`config.mk`:
```
export PLATFORM = sky130hd
export DESIGN_NAME = fetch_sequencer
export DESIGN_NICKNAME = d
export VERILOG_FILES = /design/src/rtl/fetch_sequencer_pkg.sv /design/src/rtl/fetch_sequencer_pc.sv /design/src/rtl/fetch_sequencer.sv
export SDC_FILE = /design/constraint.sdc
export NUM_CORES = 1
export LEC_CHECK = 0
export CAP_MARGIN = 20
export CORE_MARGIN = 5
export CORE_UTILIZATION = 40
export CTS_CLUSTER_DIAMETER = 100
export DETAILED_ROUTE_END_ITERATION = 8
export PLACE_DENSITY_LB_ADDON = 0.25
export SYNTH_ARGS = -nofsm -noshare
export SYNTH_HDL_FRONTEND = slang
export SYNTH_SLANG_ARGS = --single-unit
```
`constraint.sdc`:
```
create_clock -name clk -period 2.4 [get_ports clk]
set_input_delay 0.48 -clock clk [delete_from_list [all_inputs] [get_ports clk]]
set_output_delay 0.48 -clock clk [all_outputs]
set_load 0.05 [all_outputs]
```
`src/rtl/fetch_sequencer_pkg.sv`:
```
// fetch_sequencer_pkg
//   Shared definitions for the fetch sequencer: FSM state encoding, the
//   sequential PC increment, and a helper for word-alignment checks.
package fetch_sequencer_pkg;

  typedef enum logic [1:0] {
    FETCH = 2'b00,
    HOLD  = 2'b01,
    HALT  = 2'b10
  } fsm_state_e;

  localparam logic [31:0] PC_STEP = 32'd4;

  // Only the two low address bits decide word alignment.
  function automatic logic is_misaligned(input logic [1:0] addr_lo);
    return addr_lo != 2'b00;
  endfunction

endpackage

```
`src/rtl/fetch_sequencer_pc.sv`:
```
// fetch_sequencer_pc
//   Program counter register. Loads pc_d_i when pc_we_i is high; the
//   next-PC selection lives in the parent.
// Ports:
//   clk      - clock, rising edge
//   Areset   - asynchronous active-low reset, loads RESET_VECTOR
//   pc_we_i  - write enable
//   pc_d_i   - next PC value
//   pc_o     - current PC
module fetch_sequencer_pc #(
  parameter logic [31:0] RESET_VECTOR = 32'h0000_0000
) (
  input  logic        clk,
  input  logic        Areset,
  input  logic        pc_we_i,
  input  logic [31:0] pc_d_i,
  output logic [31:0] pc_o
);

  logic [31:0] pc_q;

  always_ff @(posedge clk or negedge Areset) begin
    if (!Areset) begin
      pc_q <= RESET_VECTOR;
    end else if (pc_we_i) begin
      pc_q <= pc_d_i;
    end
  end

  assign pc_o = pc_q;

endmodule

```
`src/rtl/fetch_sequencer.sv`:
```
// fetch_sequencer
//   Instruction fetch sequencer: requests the word at PC, holds the returned
//   instruction until decode accepts it, then advances PC (sequential,
//   redirect, or trap on a misaligned redirect). Supports halt/resume and
//   counts retired (accepted) instructions.
// Ports:
//   clk, Areset                    - clock / async active-low reset
//   imem_req, imem_addr            - fetch request and address (= PC)
//   imem_ready, imem_rdata         - memory response
//   instr_valid, instr, instr_pc   - held instruction towards decode
//   id_ready                       - decode accepts held instruction
//   redirect_valid/_target         - branch/jump redirect on acceptance
//   halt_req, resume, halted       - halt control and status
//   trap_pulse                     - one-cycle pulse on misaligned redirect
//   instret                        - accepted instruction count
module fetch_sequencer
  import fetch_sequencer_pkg::*;
#(
  parameter logic [31:0] RESET_VECTOR = 32'h0000_0000,
  parameter logic [31:0] TRAP_VECTOR  = 32'h0000_0100
) (
  input  logic        clk,
  input  logic        Areset,
  output logic        imem_req,
  output logic [31:0] imem_addr,
  input  logic        imem_ready,
  input  logic [31:0] imem_rdata,
  output logic        instr_valid,
  output logic [31:0] instr,
  output logic [31:0] instr_pc,
  input  logic        id_ready,
  input  logic        redirect_valid,
  input  logic [31:0] redirect_target,
  input  logic        halt_req,
  input  logic        resume,
  output logic        trap_pulse,
  output logic        halted,
  output logic [31:0] instret
);

  fsm_state_e  state_q, state_d;
  logic [31:0] instr_q, instr_d;
  logic [31:0] instr_pc_q, instr_pc_d;
  logic [31:0] instret_q, instret_d;
  logic        trap_q, trap_d;
  logic        halt_pend_q, halt_pend_d;
  logic [31:0] pc;
  logic [31:0] pc_next;
  logic        pc_we;

  fetch_sequencer_pc #(
    .RESET_VECTOR(RESET_VECTOR)
  ) u_pc (
    .clk    (clk),
    .Areset (Areset),
    .pc_we_i(pc_we),
    .pc_d_i (pc_next),
    .pc_o   (pc)
  );

  always_ff @(posedge clk or negedge Areset) begin
    if (!Areset) begin
      state_q     <= FETCH;
      instr_q     <= '0;
      instr_pc_q  <= '0;
      instret_q   <= '0;
      trap_q      <= 1'b0;
      halt_pend_q <= 1'b0;
    end else begin
      state_q     <= state_d;
      instr_q     <= instr_d;
      instr_pc_q  <= instr_pc_d;
      instret_q   <= instret_d;
      trap_q      <= trap_d;
      halt_pend_q <= halt_pend_d;
    end
  end

  always_comb begin
    state_d     = state_q;
    instr_d     = instr_q;
    instr_pc_d  = instr_pc_q;
    instret_d   = instret_q;
    trap_d      = 1'b0;
    halt_pend_d = halt_pend_q;
    pc_we       = 1'b0;
    pc_next     = pc + PC_STEP;
    imem_req    = 1'b0;
    instr_valid = 1'b0;
    halted      = 1'b0;

    unique case (state_q)
      FETCH: begin
        imem_req = 1'b1;
        // A halt seen mid-fetch is remembered and applied at acceptance.
        if (halt_req) halt_pend_d = 1'b1;
        if (imem_ready) begin
          instr_d    = imem_rdata;
          instr_pc_d = pc;
          state_d    = HOLD;
        end
      end
      HOLD: begin
        instr_valid = 1'b1;
        if (id_ready) begin
          instret_d = instret_q + 32'd1;
          pc_we     = 1'b1;
          if (redirect_valid) begin
            if (is_misaligned(redirect_target[1:0])) begin
              pc_next = TRAP_VECTOR;
              trap_d  = 1'b1;
            end else begin
              pc_next = redirect_target;
            end
          end
          if (halt_req || halt_pend_q) begin
            state_d     = HALT;
            halt_pend_d = 1'b0;
          end else begin
            state_d = FETCH;
          end
        end else if (halt_req) begin
          halt_pend_d = 1'b1;
        end
      end
      HALT: begin
        halted = 1'b1;
        if (resume && !halt_req) state_d = FETCH;
      end
      default: state_d = FETCH;
    endcase
  end

  assign imem_addr  = pc;
  assign instr      = instr_q;
  assign instr_pc   = instr_pc_q;
  assign instret    = instret_q;
  assign trap_pulse = trap_q;

endmodule

```
* Yosys cells after proc, flatten, opt, wreduce, memory -nomap -nowiden
Cells that the tools add are included.
Storage, ports and cells: register bits 132, logic and storage cells 47
Cells by class: $add $sub $neg 2, equality and inequality tests 6, muxes and demuxes 22, reduce and logical (&&, ||, !) cells 10
Operators with widths (count):
- 32-bit two-way mux | 4
- 32-bit by 1-bit adder with 32-bit output, second input constant | 1
- 32-bit by 3-bit adder with 32-bit output, second input constant | 1
- 1-bit two-way mux | 12
- 2-bit two-way mux | 4
- 2-bit inequality test, second input constant | 3
- 2-bit one-hot mux with 3 select lines | 1
- 2-bit AND reduction | 3
- 2-bit nonzero test | 2
- 3-bit inequality test, second input constant | 1
- 3-bit AND reduction | 1
- 2-bit by 1-bit == test with 1-bit output, second input constant | 1
- 2-bit == test, second input constant | 1
- 2-bit zero test | 1
- 1-bit one-hot mux with 2 select lines | 1
- 1-bit logical AND | 1
- 1-bit zero test | 1
- 1-bit logical OR | 1

* Depth between registers and ports, before layout
depth after elaboration 5, depth in mapped cells 7

* Cells and area by module
A second synthesis with hierarchy kept.
Second synthesis, totals: cells, all modules 506, area, all modules 6299.8 um2
By module, submodules not included:
- fetch_sequencer | instances 1, cells an instance 438, area each 4954.8 um2, seq. area each 2502.4 um2
- fetch_sequencer_pc | instances 1, cells an instance 68, area each 1345.0 um2, seq. area each 800.8 um2

* Least setup slack after synthesis
OpenSTA, ideal clock, no wires.
path kind register -> register, start register state_q[0], end register instr_pc_q[13] (netlist: instr_pc[13]), library setup time 0.125 ns, data arrival time 2.331 ns, required time 2.275 ns, setup slack -0.056 ns, stages on the path, launching flop included 6, buffers on the path 2, clock period less this slack 2.456 ns, path through dfrtp_1 > nor2_1 > and2_1 > clkbuf_1 > clkbuf_1 > mux2_2
On the way: longest elaborated chain between the ends 2
RTL lines:
- start: declaration | RTL line fetch_sequencer.sv:41 | fsm_state_e state_q, state_d;
- start signal: assignment | RTL line fetch_sequencer.sv:70 | state_q <= state_d;
- 2-bit zero test | RTL line fetch_sequencer.sv:92 | unique case (state_q)
- 2-bit AND reduction (no source line)
- end signal: assignment | RTL line fetch_sequencer.sv:72 | instr_pc_q <= instr_pc_d;
- end: declaration | RTL line fetch_sequencer.sv:43 | logic [31:0] instr_pc_q, instr_pc_d;
No other way between the ends. A chain may end at the register's enable or synchronous reset.

* Worst setup path in the final report
start register u_pc.pc_q[13] (netlist: u_pc.pc_o[13]), end output imem_addr[13]
RTL lines:
- start: declaration | RTL line fetch_sequencer_pc.sv:20 | logic [31:0] pc_q;
- start signal: assignment | RTL line fetch_sequencer_pc.sv:26 | pc_q <= pc_d_i;
- end: declaration | RTL line fetch_sequencer.sv:25 | output logic [31:0] imem_addr,
No word-level cell between the ends.

==> run_results.csv <==
group,metric,value,unit
power_and_ir_drop,vdd_ir_drop_max,0.001153,V
critical_path,critPathLaunchType,"flop",
synth,ys_ff_latch,132,
finish,drive_above_1_share,0.1838,
critical_path,slowest_delay,0.88,ns
finish,postLayoutCellArea,8992,sq um
synth,syn-num-nets,582,
place,placed_area,8322,sq um
drt,antenna_left,0,
critical_path,critical_path_buf_inv_count,1,
clock_tree,clkTransAtPathRegs,0.06,ns
synth,netlist.area_leader.share,0.5599,
drt,vias,4928,
floorplan,die_w,131.4,um
drt,vias_per_cell,5.271,
finish,final_common_cell,"clkdlybuf4s50_1",
outcome,outcome,"complete, no violations",
power_and_ir_drop,netSwitchingPower,5714,uW
drt,first_pass_iters,4,
finish,utilization,0.6211,
synth,synth.avg_cell_area,11.59,sq um
finish,area_growth,52.43,%
power_and_ir_drop,p_per_area,1446,nW/um^2
critical_path,path_cells,"clkdlybuf4s50_1",
critical_path,crit_path_end_kind,"primary output",
synth,synth_cells,509,
clock_tree,cts_made_buffers,17,
place,globalplace.congestion,0.8476,
power_and_ir_drop,total_power,13010,uW
timing,slew_headroom,0.6245,
synth,yosysWarnings,0,
clock_tree,clk_latency,0.42,ns
timing,rsz0062_at_grt,"false",
synth,yosys.cell_types.count,50,
timing,post-route-period-util,0.9609,
place,dp_hpwl,12470,um
synth,synth_area_leader_cell,"dfrtp_1",
clock_tree,clk_path_buf_depth,2,
clock_tree,htreeDepth,4,
drt,drc_errors,0,
floorplan,core_area,14480,sq um
timing,finalClockSkew,0.01069,ns
critical_path,path_class,"flop to primary output",
synth,syn-cell-area,5899,sq um
min_path,hp-class,"flop to flop",
floorplan,start_util,0.4074,
synth,synth_area_leaders,"dfrtp_1, mux2_2, xnor2_1",
synth,ys.flop_type,"dfrtp_1",
floorplan,die_y,131.4,um
timing,worst_pin_slew,0.5615,ns
critical_path,crit_required,1.92,ns
place,port_buffers,202,
floorplan,die-area,17280,sq um
floorplan,num_io_pins,203,
critical_path,path_max_fanout,9,
synth,synth_edf_count,0,
global_route,grt_max_degree,50,
critical_path,cpLargestDelayFamily,"buffers and inverters",
finish,final_cell_mix,"clkdlybuf4s50_1, dfrtp_1, mux2_2",
drt,drtIter0Drc,255,
clock_tree,postCtsSetupBuffers,0,
global_route,grt_use_total,0.1930,
power_and_ir_drop,p_comb_frac,0.494,
timing,hold_violations,0,
drt,wl,16710,um
power_and_ir_drop,sw_frac_of_total,0.4393,
timing,timing.hold.ws,0.4904,ns
clock_tree,cts_root_buffer,"clkbuf_16",
critical_path,crit_slowest_cell,"clkdlybuf4s50_1",
finish,diodes,0,
clock_tree,clock-sinks,132,
power_and_ir_drop,p_seq_frac,0.285,
timing,drv_slew,0,
timing,setup_viol,0,
synth,async_reset_ff_frac,1.000,
critical_path,critPathArrivalTime,1.83,ns
timing,max_freq,0.4336,GHz
power_and_ir_drop,p_int,7293,uW
floorplan,rows,44,
timing,period_needed,2.306,ns
run,cap_violations,0,
global_route,grt_antenna_before_repair,0,
finish,final_nets,811,
synth,yosysSeqAreaShare,0.5599,
global_route,overflow,0,
global_route,grt_pass1_vias,5163,
power_and_ir_drop,clkPwrFrac,0.221,
global_route,grt_pass1_wl,27190,um
drt,wl_per_cell,17.87,um
power_and_ir_drop,p_leak,0.003788,uW
clock_tree,cts_tree,"done",
[sequential cells by signal, indices dropped and copies added (netlist names)]
name	cells
state_q	2
instr_pc	32
instr	32
trap_pulse	1
instret	32
u_pc.pc_o	32
halt_pend_q	1
[timing repair]
| item | 4_1_cts | 5_1_grt |
|---|---|---|
| endpoints found under the setup margin | 0 | 1 |
| hold buffers | 1 | 0 |
| hold endpoints to repair | 26 | 0 |
| gates resized for setup | 0 | 1 |
[power groups by stage]
| stage | clock network, uW | logic, uW | registers, uW |
|---|---|---|---|
| after global routing | 3020 | 6720 | 3820 |
| after detailed placement | 0 | 6470 | 3740 |
| after global placement | 0 | 6390 | 3680 |
| after floorplan | 0 | 1470 | 6290 |
| final | 2880 | 6420 | 3710 |
| after CTS | 2930 | 6490 | 3710 |
[final timing paths]
| kind | end | cells after the start | from | slack, ns |
|---|---|---|---|---|
| max reg2reg | u_pc.pc_o[21]$_DFFE_PN0P_ | 5 | u_pc.pc_o[10]$_DFFE_PN0P_ | 0.31 |
| min reg2reg | instret[25]$_DFFE_PN0P_ | 1 | instret[25]$_DFFE_PN0P_ | 0.49 |
| min in group asynchronous | instret[23]$_DFFE_PN0P_ | 2 | Areset | 0.50 |
| min | instret[25]$_DFFE_PN0P_ | 1 | instret[25]$_DFFE_PN0P_ | 0.49 |
| max | imem_addr[13] | 1 | u_pc.pc_o[13]$_DFFE_PN0P_ | 0.09 |
| max in group asynchronous | instr[11]$_DFFE_PN0P_ | 3 | Areset | 1.23 |
[layout make-up]
| class | count | area, sq um |
|---|---|---|
| flip-flops and latches | 132 | 3303 |
| fillers | 1144 | 5487 |
| inverters | 7 | 26.28 |
| clock buffers | 20 | 456.7 |
| multi-input cells | 348 | 2474 |
| clock inverters | 12 | 201.4 |
| repair buffers | 232 | 2301 |
| well taps | 184 | 230.2 |
[routing by layer]
| layer | vias up | share of wire | track usage |
|---|---|---|---|
| met5 | - | 0 | 0 |
| met4 | 0 | 0.013 | 0.06400 |
| li1 | 2320 | - | - |
| met1 | 2413 | 0.42 | 0.2402 |
| met2 | 180 | 0.49 | 0.3149 |
| met3 | 15 | 0.076 | 0.06804 |
[cell families after synthesis]
kind of cell    synth area share
compound gates           0.09226
xor+xnor                 0.04602
fa+ha+maj               0.004241
buf+inv                  0.02142
flops                     0.5599
mux                       0.1256
simple gates              0.1506
[stage by stage]
stage	cells	TNS (ns)	setup slack, ns
detailed placement	902	-0.05812	-0.04300
global placement	902	0	0.02243
floorplan	509	0	0.1181
finish	935	0	0.09384
CTS	935	0	0.02245
global route	935	0	0.04345
[Yosys cell counts (all sizes together) (2+ instances only)]
cell	instances
nor2b	2
and3	16
buf	7
dfrtp	132
clkbuf	15
and4	7
a211oi	8
o21ai	12
nand4	10
xnor2	25
a221oi	2
nor3	21
nor4	4
xor2	6
ha	2
a31oi	7
nand2	35
inv	7
a21oi	36
mux2i	2
and2	7
nand2b	2
or4	3
nor2	31
a311oi	11
o311ai	2
mux2	64
nand3	23
No activity file was read; power rests on OpenSTA's default activity.
